--- config.mk ---
export PLATFORM = sky130hd
export DESIGN_NAME = gru_seq_ctrl_flat
export DESIGN_NICKNAME = d
export VERILOG_FILES = /design/src/rtl/gru_seq_ctrl_if.sv /design/src/rtl/gru_seq_ctrl.sv /design/src/flat_wrapper.sv
export SDC_FILE = /design/constraint.sdc
export NUM_CORES = 1
export LEC_CHECK = 0
export BUFFER_PORTS_ARGS = -buffer_cell sky130_fd_sc_hd__buf_2
export CELL_PAD_IN_SITES_DETAIL_PLACEMENT = 0
export CELL_PAD_IN_SITES_GLOBAL_PLACEMENT = 1
export CORE_MARGIN = 3
export CORE_UTILIZATION = 35
export DETAILED_ROUTE_END_ITERATION = 12
export PLACE_DENSITY_LB_ADDON = 0.1
export SLEW_MARGIN = 10
export SYNTH_ARGS = -nofsm -noshare
export SYNTH_HDL_FRONTEND = slang
export SYNTH_SLANG_ARGS = --single-unit
--- constraint.sdc ---
create_clock -name clk -period 1.9 [get_ports clk]
set_clock_uncertainty 0.05 [all_clocks]
set_input_delay 0.19 -clock clk [delete_from_list [all_inputs] [get_ports clk]]
set_output_delay 0.19 -clock clk [all_outputs]
set_load 0.1 [all_outputs]
--- src/rtl/gru_seq_ctrl_if.sv ---
// gru_seq_ctrl_if: sample-in / hidden-state-out handshake bundle for gru_seq_ctrl.
interface gru_seq_ctrl_if #(parameter int DW = 8);
  logic          in_valid;
  logic          in_ready;
  logic [DW-1:0] in_data;
  logic          in_last;
  logic          out_valid;
  logic          out_ready;
  logic [DW-1:0] out_data;
  logic          out_last;
  modport master (output in_valid, in_data, in_last, out_ready,
                  input  in_ready, out_valid, out_data, out_last);
  modport slave  (input  in_valid, in_data, in_last, out_ready,
                  output in_ready, out_valid, out_data, out_last);
endinterface

--- src/rtl/gru_seq_ctrl.sv ---
// gru_seq_ctrl: sequences samples through an external combinational GRU cell, carrying h across steps.
// Optional GRU_SEQ_LAST_CLR_EN: the hidden state restarts at 0 after a step flagged last.
module gru_seq_ctrl #(
  parameter int DW     = 8,
  parameter int SETTLE = 2
) (
  input  logic            clk,
  input  logic            rst_n,
  gru_seq_ctrl_if.slave   bus,
  output logic [DW-1:0]   cell_x,
  output logic [DW-1:0]   cell_h,
  input  logic [DW-1:0]   cell_hout,
  output logic            busy
);
  localparam logic [1:0] ST_IDLE   = 2'd0;
  localparam logic [1:0] ST_SETTLE = 2'd1;
  localparam logic [1:0] ST_OUT    = 2'd2;

  logic [1:0]    state;
  logic [3:0]    cnt;
  logic          last;
  logic [DW-1:0] h_next;

  assign bus.in_ready  = state == ST_IDLE;
  assign bus.out_valid = state == ST_OUT;
  assign busy          = state != ST_IDLE;

`ifdef GRU_SEQ_LAST_CLR_EN
  assign h_next = last ? '0 : cell_hout;
`else
  assign h_next = cell_hout;
`endif

  // cell_h is the hidden-state register itself, so it only moves at the capture edge
  always_ff @(posedge clk or negedge rst_n) begin
    if (!rst_n) begin
      state        <= ST_IDLE;
      cnt          <= '0;
      last         <= 1'b0;
      cell_x       <= '0;
      cell_h       <= '0;
      bus.out_data <= '0;
      bus.out_last <= 1'b0;
    end else if (state == ST_IDLE) begin
      if (bus.in_valid) begin
        cell_x <= bus.in_data;
        last   <= bus.in_last;
        cnt    <= 4'(SETTLE - 1);
        state  <= ST_SETTLE;
      end
    end else if (state == ST_SETTLE) begin
      if (cnt == 4'd0) begin
        bus.out_data <= cell_hout;
        bus.out_last <= last;
        cell_h       <= h_next;
        state        <= ST_OUT;
      end else
        cnt <= cnt - 4'd1;
    end else if (bus.out_ready)
      state <= ST_IDLE;
  end
endmodule

--- src/flat_wrapper.sv ---
// flat-port wrapper written by rule: the top's interface ports become plain ports
module gru_seq_ctrl_flat 
#(
  parameter int DW     = 8,
  parameter int SETTLE = 2
)
  (clk, rst_n, cell_x, cell_h, cell_hout, busy, bus_in_valid, bus_in_data, bus_in_last, bus_out_ready, bus_in_ready, bus_out_valid, bus_out_data, bus_out_last);
  gru_seq_ctrl_if #(.DW(DW)) bus_i ();
  input  logic clk;
  input  logic rst_n;
  output logic [DW-1:0] cell_x;
  output logic [DW-1:0] cell_h;
  input  logic [DW-1:0] cell_hout;
  output logic busy;
  input wire logic [$bits(bus_i.in_valid)-1:0] bus_in_valid;
  input wire logic [$bits(bus_i.in_data)-1:0] bus_in_data;
  input wire logic [$bits(bus_i.in_last)-1:0] bus_in_last;
  input wire logic [$bits(bus_i.out_ready)-1:0] bus_out_ready;
  output wire logic [$bits(bus_i.in_ready)-1:0] bus_in_ready;
  output wire logic [$bits(bus_i.out_valid)-1:0] bus_out_valid;
  output wire logic [$bits(bus_i.out_data)-1:0] bus_out_data;
  output wire logic [$bits(bus_i.out_last)-1:0] bus_out_last;
  assign bus_i.in_valid = bus_in_valid;
  assign bus_i.in_data = bus_in_data;
  assign bus_i.in_last = bus_in_last;
  assign bus_i.out_ready = bus_out_ready;
  assign bus_in_ready = bus_i.in_ready;
  assign bus_out_valid = bus_i.out_valid;
  assign bus_out_data = bus_i.out_data;
  assign bus_out_last = bus_i.out_last;
  gru_seq_ctrl #(.DW(DW), .SETTLE(SETTLE)) u_core (.clk(clk), .rst_n(rst_n), .bus(bus_i), .cell_x(cell_x), .cell_h(cell_h), .cell_hout(cell_hout), .busy(busy));
endmodule
-- Yosys cells after proc, flatten, opt, wreduce, memory -nomap -nowiden
Cells that the tools add are included.
- register bits: 24
- latch bits: 0
- memory bits (writable): 0
- ROM bits: 0
- bits of input ports: 21
- output and inout port bits: 28
- logic and storage cells: 31
- memories kept: 0
- add/subtract/negate cells: 1
- $mul: 0
- divide/modulo/power cells: 0
- $lt $le $gt $ge: 0
- eq/ne operators: 5
- shift-type cells: 0
- muxes and demuxes: 9
- bitwise operators: 1
- reduce and logical (&&, ||, !) cells: 9
- operator list (operator ; count):
    4-bit 2-to-1 mux ; 4
    2-bit 2-to-1 mux ; 5
    3-bit AND reduction ; 3
    4-bit zero test ; 1
    2-bit inequality test (second input constant) ; 2
    2-bit nonzero test ; 2
    4-bit by 1-bit subtractor with 4-bit output (second input constant) ; 1
    3-bit inequality test (second input constant) ; 1
    3-bit nonzero test ; 1
    2-bit by 1-bit == test with 1-bit output (second input constant) ; 1
    2-bit == test (second input constant) ; 1
    2-bit zero test ; 1
    2-bit AND reduction ; 1
    1-bit inverter ; 1

-- Depth between registers and ports, before layout
Gate-level depths: netlist (run 1).
- depth in word-level cells: 4
- mapped depth: 5
- depth with buffers taken out: 5

-- Worst setup path before layout (run 1)
No wires, ideal clock.
- path kind: reg-to-output
- from: reg u_core.state[0]
- to: out busy
- data arrival time: 2.735 ns
- required time: 1.660 ns
- slack: -1.075 ns
- cell stages (with the launch flop): 4
- buffers on the path: 1
- path through: dfrtp_1 > buf_2 > nor2_1 > inv_1
- word-level cells in the longest chain between the ends: 1
- ends and longest elaborated chain (item ; line ; text):
    start: declaration ; gru_seq_ctrl.sv:19 ; logic [1:0] state;
    start signal: assignment ; gru_seq_ctrl.sv:37 ; state <= ST_IDLE;
    start signal: assignment ; gru_seq_ctrl.sv:49 ; state <= ST_SETTLE;
    start signal: assignment ; gru_seq_ctrl.sv:56 ; state <= ST_OUT;
    2-bit nonzero test ; gru_seq_ctrl.sv:26 ; assign busy = state != ST_IDLE;
    end: declaration ; flat_wrapper.sv:14 ; output logic busy;
No other way between the ends.

-- Final worst setup path (run 1)
- from: reg u_core.state[1]
- to: out bus_out_valid
- word-level cells in the longest chain between the ends: 1
- ends and longest elaborated chain (item ; line ; text):
    2-bit == test ; gru_seq_ctrl.sv:25 ; assign bus.out_valid = state == ST_OUT;
    end: declaration ; flat_wrapper.sv:20 ; output wire logic [$bits(bus_i.out_valid)-1:0] bus_out_valid;
No other way between the ends.

==> summary.md, run 1 <==
| Metric | Value |
|---|---|
| Total GRT Usage | `0.112` |
| Commonest non-fill, non-tap cell in the layout | `buf_2` |
| Final setup TNS | `0 ps` |
| I/O Buffers | `48` |
| Worst EP arrival | `1530 ps` |
| ANT cells | `0` |
| Overflow after GRT | `0` |
| Row count | `19` |
| CTS Root Cell | `clkbuf_4` |
| Starting Density | `0.386` |
| Vias in the first global route | `785` |
| TritonCTS Buffers | `3` |
| Synthesized instance count | `82` |
| Die Width | `62.3 um` |
| Core Region | `2880 sq um` |
| Post-synth top area cell | `dfrtp_1` |
| Status | `completed` |
| Cell chain of the critical path | `inv_1 -> nor2_2 -> buf_2` |
| Placer Congestion | `0.714` |
| Crit path time final | `1770 ps` |
| Post-synthesis cell area | `1110 sq um` |
| Largest net degree at the start of global routing | `25` |
| Share of post-route cells with drive strength above 1 | `0.535` |
| Synthesized net count | `104` |
| Tcrit/Tclk final | `0.932` |
| WL final | `2010 um` |
| Hold Fails Final Rpt | `0` |
| Initial antenna violation count | `0` |
| CTS tree | `done` |
| Post-synth cell types | `22` |
| RSZ-0062 raised after global routing | `no` |
| Setup violators final | `0` |
| Post-CTS Setup Repair Bufs | `0` |
| CP peak stage delay | `540 ps` |
| Via density per instance | `4.52` |
| Iter 0 DRT Violations | `25` |
| Clk slew on worst S/H paths | `120 ps` |
| First-pass GRT wire length | `3500 um` |
| Sequential fraction of the synthesis area | `0.541` |
| DIE AREA | `3880 sq um` |
| Synth warn | `0` |
| CP Data Required Time | `1660 ps` |
| Yosys top cell area share | `0.541` |
| Element type at the critical path start | `flop` |
| Worst skew pair latency | `310 ps` |
| Nets | `151` |
| Max frequency | `0.565 GHz` |
| Least-Margin Pin Slew | `520 ps` |
| Hold Path Class | `in2reg` |
| Crit path max fanout | `7` |
| Post-DR wirelength/cell | `11.9 um` |
| Via count | `764` |
| Max Cap Viol | `0` |
| Htree depth | `1` |
| P&R area growth vs syn | `25.9%` |
| DRC violations left | `0` |
| Clock Tree Buf Depth | `2` |
| Slew Limit Headroom | `0.654` |
| Setup CP Type | `reg2out` |
| Synth area leaders | `dfrtp_1, mux2_4, mux2_1` |
| Synth Area per Inst | `13.5 sq um` |
| Worst path slowest cell | `dfrtp_1` |
| Clk sinks | `24` |
| Commonest cells after routing, fill and taps aside | `buf_2, dfrtp_1, mux2_4` |
| Crit path max-delay family | `buffers and inverters` |
| Seq cells post-synth | `24` |
| ANT nets after route | `0` |
| WP buf/inv | `2` |
| Chip height | `62.3 um` |
| CP endpoint kind | `output port` |
| Max-slew violations | `0` |
| Initial DRT Pass Iterations | `4` |
| Io pins | `49` |
==> metal layers <==
metal,track usage,vias to the layer above,share of wire
li1,-,360,-
met1,0.127,363,0.42
met2,0.188,37,0.47
met3,0.0450,4,0.088
met4,0.0441,0,0.019
met5,0,-,0
==> cells by family (layout without fill, tap and decap cells) <==
family	Yosys count	count (layout)	synth area share
compound gates	4	4	0.0248
simple gates	18	18	0.109
mux	20	20	0.231
buf+inv	15	60	0.0823
flops	24	24	0.541
fa+ha+maj	1	1	0.0113
==> flip-flops by register name, summed over array words and instances, names as in the netlist <==
name	flops
u_core.bus.out_last	1
u_core.cell_h	8
u_core.cell_x	8
u_core.cnt	4
u_core.last	1
u_core.state	2
==> through the flow <==
step | area, sq um | worst slack [ps] | hold slack [ps] | std cells | util
after floorplan | 1120 | 46.3 | -156 | 82 | -
after global placement | 1360 | 272 | 155 | 164 | 0.471
after detailed placement | 1360 | 219 | 152 | 164 | 0.471
after CTS | 1400 | 115 | 23.7 | 169 | 0.486
after global routing | 1400 | 34.3 | 21.8 | 169 | 0.486
final | 1400 | 129 | 38.0 | 169 | 0.486
==> synth_stat cells <==
master	instances
or3_1	1
nand3_1	2
mux2_4	9
buf_4	9
dfrtp_1	24
or4_1	1
o21ai_0	2
mux2_1	8
nand2_1	3
ha_1	1
mux2i_1	2
inv_1	5
nand2b_1	2
a311o_1	1
nor3b_2	2
buf_2	1
mux2_2	1
o21bai_1	1
nor4bb_1	1
nor2b_1	1
nand3_4	1
nor2_1	4
==> worst paths after layout <==
kind	cells past startpoint	start	to	slack [ps]
min in group asynchronous	2	rst_n	u_core.cell_h[7]$_DFFE_PN0P_	320
worst max-delay path	3	u_core.state[1]$_DFFE_PN0P_	bus_out_valid	130
worst max register to register	5	u_core.cnt[0]$_DFFE_PN0P_	u_core.cell_h[1]$_DFFE_PN0P_	220
worst min register to register	1	u_core.cell_x[3]$_DFFE_PN0P_	u_core.cell_x[3]$_DFFE_PN0P_	440
max in group asynchronous	2	rst_n	u_core.state[0]$_DFFE_PN0P_	1120
worst min-delay path	2	bus_in_data[4]	u_core.cell_x[4]$_DFFE_PN0P_	40
==> final cells by class <==
type | count | area (sq um)
Clock buffer | 3 | 22.5
Inverter | 5 | 18.8
Multi-Input combinational cell | 43 | 428
Tap cell | 42 | 52.6
Timing Repair Buffer | 52 | 275
Fill cell | 269 | 1480
Sequential cell | 24 | 601
==> timing repair <==
item                                    in CTS  in global routing
endpoints found under the hold margin       25                  0
endpoints found under the setup margin       0                  0
hold buffers                                 2                  0
gates resized for setup                      0                  0
Power of run 1 is not shown: default switching activity piles up to over one toggle a cycle in this logic, so the estimate is an artifact.
==> run 2, diff against run 1 <==
- CORE_UTILIZATION: 35 -> 38
- TNS_END_PERCENT: not set -> 1
- clock period: 1.9 -> 2.1 ns (I/O delays scaled with it)
==> summary.md, run 2 (synthesized netlist as in run 1, its figures left out) <==
| Metric | Value |
|---|---|
| Overflow after GRT | `0` |
| Reg2Reg Setup Slack | `410 ps` |
| Element type at the critical path start | `flop` |
| Via density per instance | `4.72` |
| First-pass GRT wire length | `3330 um` |
| R2R Path End | `u_core.cell_h[5]$_DFFE_PN0P_` |
| Hold Path End | `u_core.state[1]$_DFFE_PN0P_` |
| CTS Root Cell | `clkbuf_4` |
| Max-slew violations | `0` |
| Clock Tree Buf Depth | `2` |
| Placer Congestion | `0.751` |
| Reg2reg path depth | `5` |
| DRC violations left | `0` |
| Hold path cells | `2` |
| Tcrit/Tclk final | `0.853` |
| Row count | `18` |
| P&R area growth vs syn | `24.0%` |
| M3 GR Usage | `0.0367` |
| Share of post-route cells with drive strength above 1 | `0.532` |
| Register area | `601 sq um` |
| Setup violators final | `0` |
| Placed instance area | `1330 sq um` |
| ANT cells | `0` |
| Clk sinks | `24` |
| CP peak stage delay | `540 ps` |
| Fillers | `246` |
| Largest regs | `u_core.cell_h (8), u_core.cell_x (8), u_core.cnt (4)` |
| Initial DRT Pass Iterations | `3` |
| Least-Margin Pin Slew | `527 ps` |
| CTS tree | `done` |
| TritonCTS Buffers | `3` |
| Max frequency | `0.559 GHz` |
| Largest net degree at the start of global routing | `25` |
| Commonest non-fill, non-tap cell in the layout | `buf_2` |
| Setup CP Type | `reg2out` |
| Hold Path Class | `in2reg` |
| CP endpoint kind | `output port` |
| Final setup TNS | `0 ps` |
| Dpl hpwl | `1480 um` |
| Total GRT Usage | `0.124` |
| Critical path startpoint | `u_core.state[1]$_DFFE_PN0P_` |
| Io pins | `49` |
| Crit path max fanout | `7` |
| ANT nets after route | `0` |
| Die Width | `60.0 um` |
| HP Start | `bus_out_ready` |
| Initial antenna violation count | `0` |
| Vias in the first global route | `746` |
| Status | `completed` |
| Clk slew on worst S/H paths | `130 ps` |
| Commonest cells after routing, fill and taps aside | `buf_2, dfrtp_1, mux2_4` |
| Worst path slowest cell | `dfrtp_1` |
| Chip height | `60.0 um` |
| CP Data Required Time | `1840 ps` |
| Most crowded layer after global routing | `met2` |
| R2R Path Start | `u_core.cnt[0]$_DFFE_PN0P_` |
| Grt met1 use | `0.151` |
| RSZ-0062 raised after global routing | `no` |
| PostCTS Resize Cnt | `0` |
| Nets | `149` |
| Worst EP arrival | `1530 ps` |
| Core Region | `2640 sq um` |
| Post-route cell area | `1380 sq um` |
| Cell chain of the critical path | `inv_1 -> nor2_1 -> buf_2` |
| I/O Buffers | `48` |
| WL final | `1950 um` |
| Htree depth | `1` |
| Met2 GRT Util | `0.204` |
| DIE AREA | `3600 sq um` |
| Slew Limit Headroom | `0.649` |
| Iter 0 DRT Violations | `43` |
| Via count | `736` |
| Starting Density | `0.421` |
| Multi-input gate area | `425 sq um` |
| Hold Fails Final Rpt | `0` |
| Crit path time final | `1790 ps` |
| Max Cap Viol | `0` |
| Worst skew pair latency | `300 ps` |
| Post-DR wirelength/cell | `12.5 um` |
## run 2: changes by cell type in the layout (fill, tap and decap cells not counted), sizes merged
| cell | delta |
|---|---|
| buf | -1 |
| dlygate4sd3 | -1 |
| clkbuf | +1 |
## run 2: what timing repair did
action / in CTS / in global routing
hold buffers: 1 / 0
endpoints found under the hold margin: 24 / 0
buffers inserted: 0 / 0
## run 2: worst max-delay path by stage
stage | endpoint | cells past startpoint | slack, ps
5_1_grt | bus_out_valid | 3 | 160
6_report | bus_out_valid | 3 | 310
4_1_cts | bus_out_valid | 3 | 290
2_1_floorplan | bus_out_valid | 2 | 3
3_5_place_dp | u_core.cell_h[5]$_DFFE_PN0P_ | 5 | 420
3_3_place_gp | u_core.cell_h[0]$_DFFE_PN0P_ | 5 | 470
## run 2: through the flow
stage               std cells   util  hold slack, ps  worst slack [ps]
finish                    156  0.522            32.4               310
global route              156  0.522            21.0               156
CTS                       156  0.522            21.6               295
detailed placement        151  0.505             167               419
global placement          151  0.505             171               466
floorplan                  82      -            -136              2.99
## run 2: worst max-delay path: cells and delay by family (launching register included)
family / cells / cell delay [ps]
buf+inv: 2 / 580
flops: 1 / 540
simple gates: 1 / 110
## run 2: area by class of cell
class / count / share of cell area
well taps: 30 / 0.0273
inverters: 5 / 0.0136
multi-input cells: 43 / 0.309
repair buffers: 50 / 0.187
clock buffers: 4 / 0.0264
flip-flops and latches: 24 / 0.436
## run 2: routing by layer
layer / up-vias / wire length [um]
li1: 360 / -
met1: 344 / 805
met2: 30 / 947
met3: 2 / 183
met4: 0 / 12
met5: - / 0
Power of run 2 is left out for the same reason.
==> run 3, diff against run 2 <==
- CORE_UTILIZATION: 38 -> 35
- clock period: 2.1 -> 1.7 ns (I/O delays scaled with it)
==> summary.md, run 3 (synthesized netlist as in run 1, its figures left out) <==
| Metric | Value |
|---|---|
| Htree depth | `1` |
| CP endpoint kind | `flop` |
| Max-slew violations | `0` |
| ANT nets after route | `0` |
| Least-Margin Pin Slew | `534 ps` |
| Commonest non-fill, non-tap cell in the layout | `buf_2` |
| Worst EP arrival | `1800 ps` |
| Final setup TNS | `0 ps` |
| Fillers | `254` |
| Worst skew pair latency | `310 ps` |
| Clk sinks | `24` |
| Element type at the critical path start | `flop` |
| Initial antenna violation count | `0` |
| Critical path startpoint | `u_core.cnt[0]$_DFFE_PN0P_` |
| Hold Path Class | `in2reg` |
| First-pass GRT wire length | `3550 um` |
| Max Cap Viol | `0` |
| Share of post-route cells with drive strength above 1 | `0.556` |
| Placer Congestion | `0.715` |
| Worst path slowest cell | `dfrtp_1` |
| Slew Limit Headroom | `0.644` |
| WP buf/inv | `1` |
| Initial DRT Pass Iterations | `4` |
| Worst Hold Slack | `15.8 ps` |
| Chip height | `62.3 um` |
| Clock Tree Buf Depth | `2` |
| Crit path max fanout | `5` |
| CTS tree | `done` |
| Cell chain of the critical path | `inv_2 -> ha_4 -> nor3b_4 -> nand3_4 -> mux2_4` |
| Largest regs | `u_core.cell_h (8), u_core.cell_x (8), u_core.cnt (4)` |
| RSZ-0062 raised after global routing | `yes` |
| Tcrit/Tclk final | `0.963` |
| Crit path time final | `1640 ps` |
| Vias in the first global route | `773` |
| Io pins | `49` |
| ANT cells | `0` |
| Setup violators final | `0` |
| Total GRT Usage | `0.115` |
| Setup CP Type | `reg2reg` |
| Clk slew on worst S/H paths | `130 ps` |
| Iter 0 DRT Violations | `30` |
| Commonest cells after routing, fill and taps aside | `buf_2, dfrtp_1, mux2_4` |
| Multi-input gate area | `464 sq um` |
| Non-filler cells in the finished layout | `177` |
| Core Region | `2880 sq um` |
| Status | `completed` |
| CP Data Required Time | `1860 ps` |
| DRC violations left | `0` |
| Row count | `19` |
| HP Start | `bus_in_data[5]` |
| I/O Buffers | `48` |
| Via count | `792` |
| Starting Density | `0.386` |
| Largest net degree at the start of global routing | `25` |
| Post-DR wirelength/cell | `12.5 um` |
| Hold Fails Final Rpt | `0` |
| P&R area growth vs syn | `39.0%` |
| Nets | `158` |
| WL final | `2220 um` |
| Overflow after GRT | `0` |
| DIE AREA | `3880 sq um` |
| CTS Root Cell | `clkbuf_4` |
| Register area | `602 sq um` |
| Max frequency | `0.611 GHz` |
| Total placed cells including tap cells | `164` |
| Via density per instance | `4.47` |
| Die Width | `62.3 um` |
| CP peak stage delay | `430 ps` |
| R2R Path Start | `u_core.cnt[0]$_DFFE_PN0P_` |
| TritonCTS Buffers | `3` |
| Crit path max-delay family | `simple AND/OR/NAND/NOR gates` |
## run 3: changes by cell type in the layout (fill, tap and decap cells not counted), sizes merged
cell / change
bufinv: +1
clkbuf: +1
dlygate4sd3: +6
nand3: +1
## run 3: area by class of cell
| class | instances | area share |
|---|---|---|
| well taps | 42 | 0.0341 |
| flip-flops and latches | 24 | 0.390 |
| multi-input cells | 44 | 0.301 |
| inverters | 5 | 0.0122 |
| repair buffers | 58 | 0.229 |
| clock inverters | 1 | 0.0195 |
| clock buffers | 3 | 0.0146 |
## run 3: final timing paths
check                                                  endpoint  slack [ps]  cells past startpoint
worst max-delay path            u_core.bus.out_last$_DFFE_PN0P_          60                      5
worst min-delay path               u_core.cell_x[5]$_DFFE_PN0P_          20                      2
worst max register to register  u_core.bus.out_last$_DFFE_PN0P_          60                      5
worst min register to register     u_core.cell_x[6]$_DFFE_PN0P_         450                      1
max in group asynchronous           u_core.state[1]$_DFFE_PN0P_         910                      2
min in group asynchronous             u_core.cnt[1]$_DFFE_PN0P_         300                      2
## run 3: timing repair
action,CTS,global route
resized for setup,0,9
hold buffers,7,0
hold endpoints to repair,30,0
buffers inserted,0,1
endpoints found under the setup margin,0,10
## run 3: through the flow
stage	area (sq um)	utilization	worst slack, ps
4_1_cts	1490	0.519	8.06
3_5_place_dp	1370	0.476	32.9
3_3_place_gp	1370	0.476	71.7
2_1_floorplan	1120	-	-134
5_1_grt	1540	0.536	-54.5
6_report	1540	0.536	62.9
## run 3: metal layers
metal,vias to the layer above,wire length (um),global-route usage
met3,2,168,0.0505
met2,38,1060,0.192
li1,382,-,-
met4,0,21,0.0248
met1,370,965,0.137
met5,-,0,0
Power of run 3 is left out for the same reason.
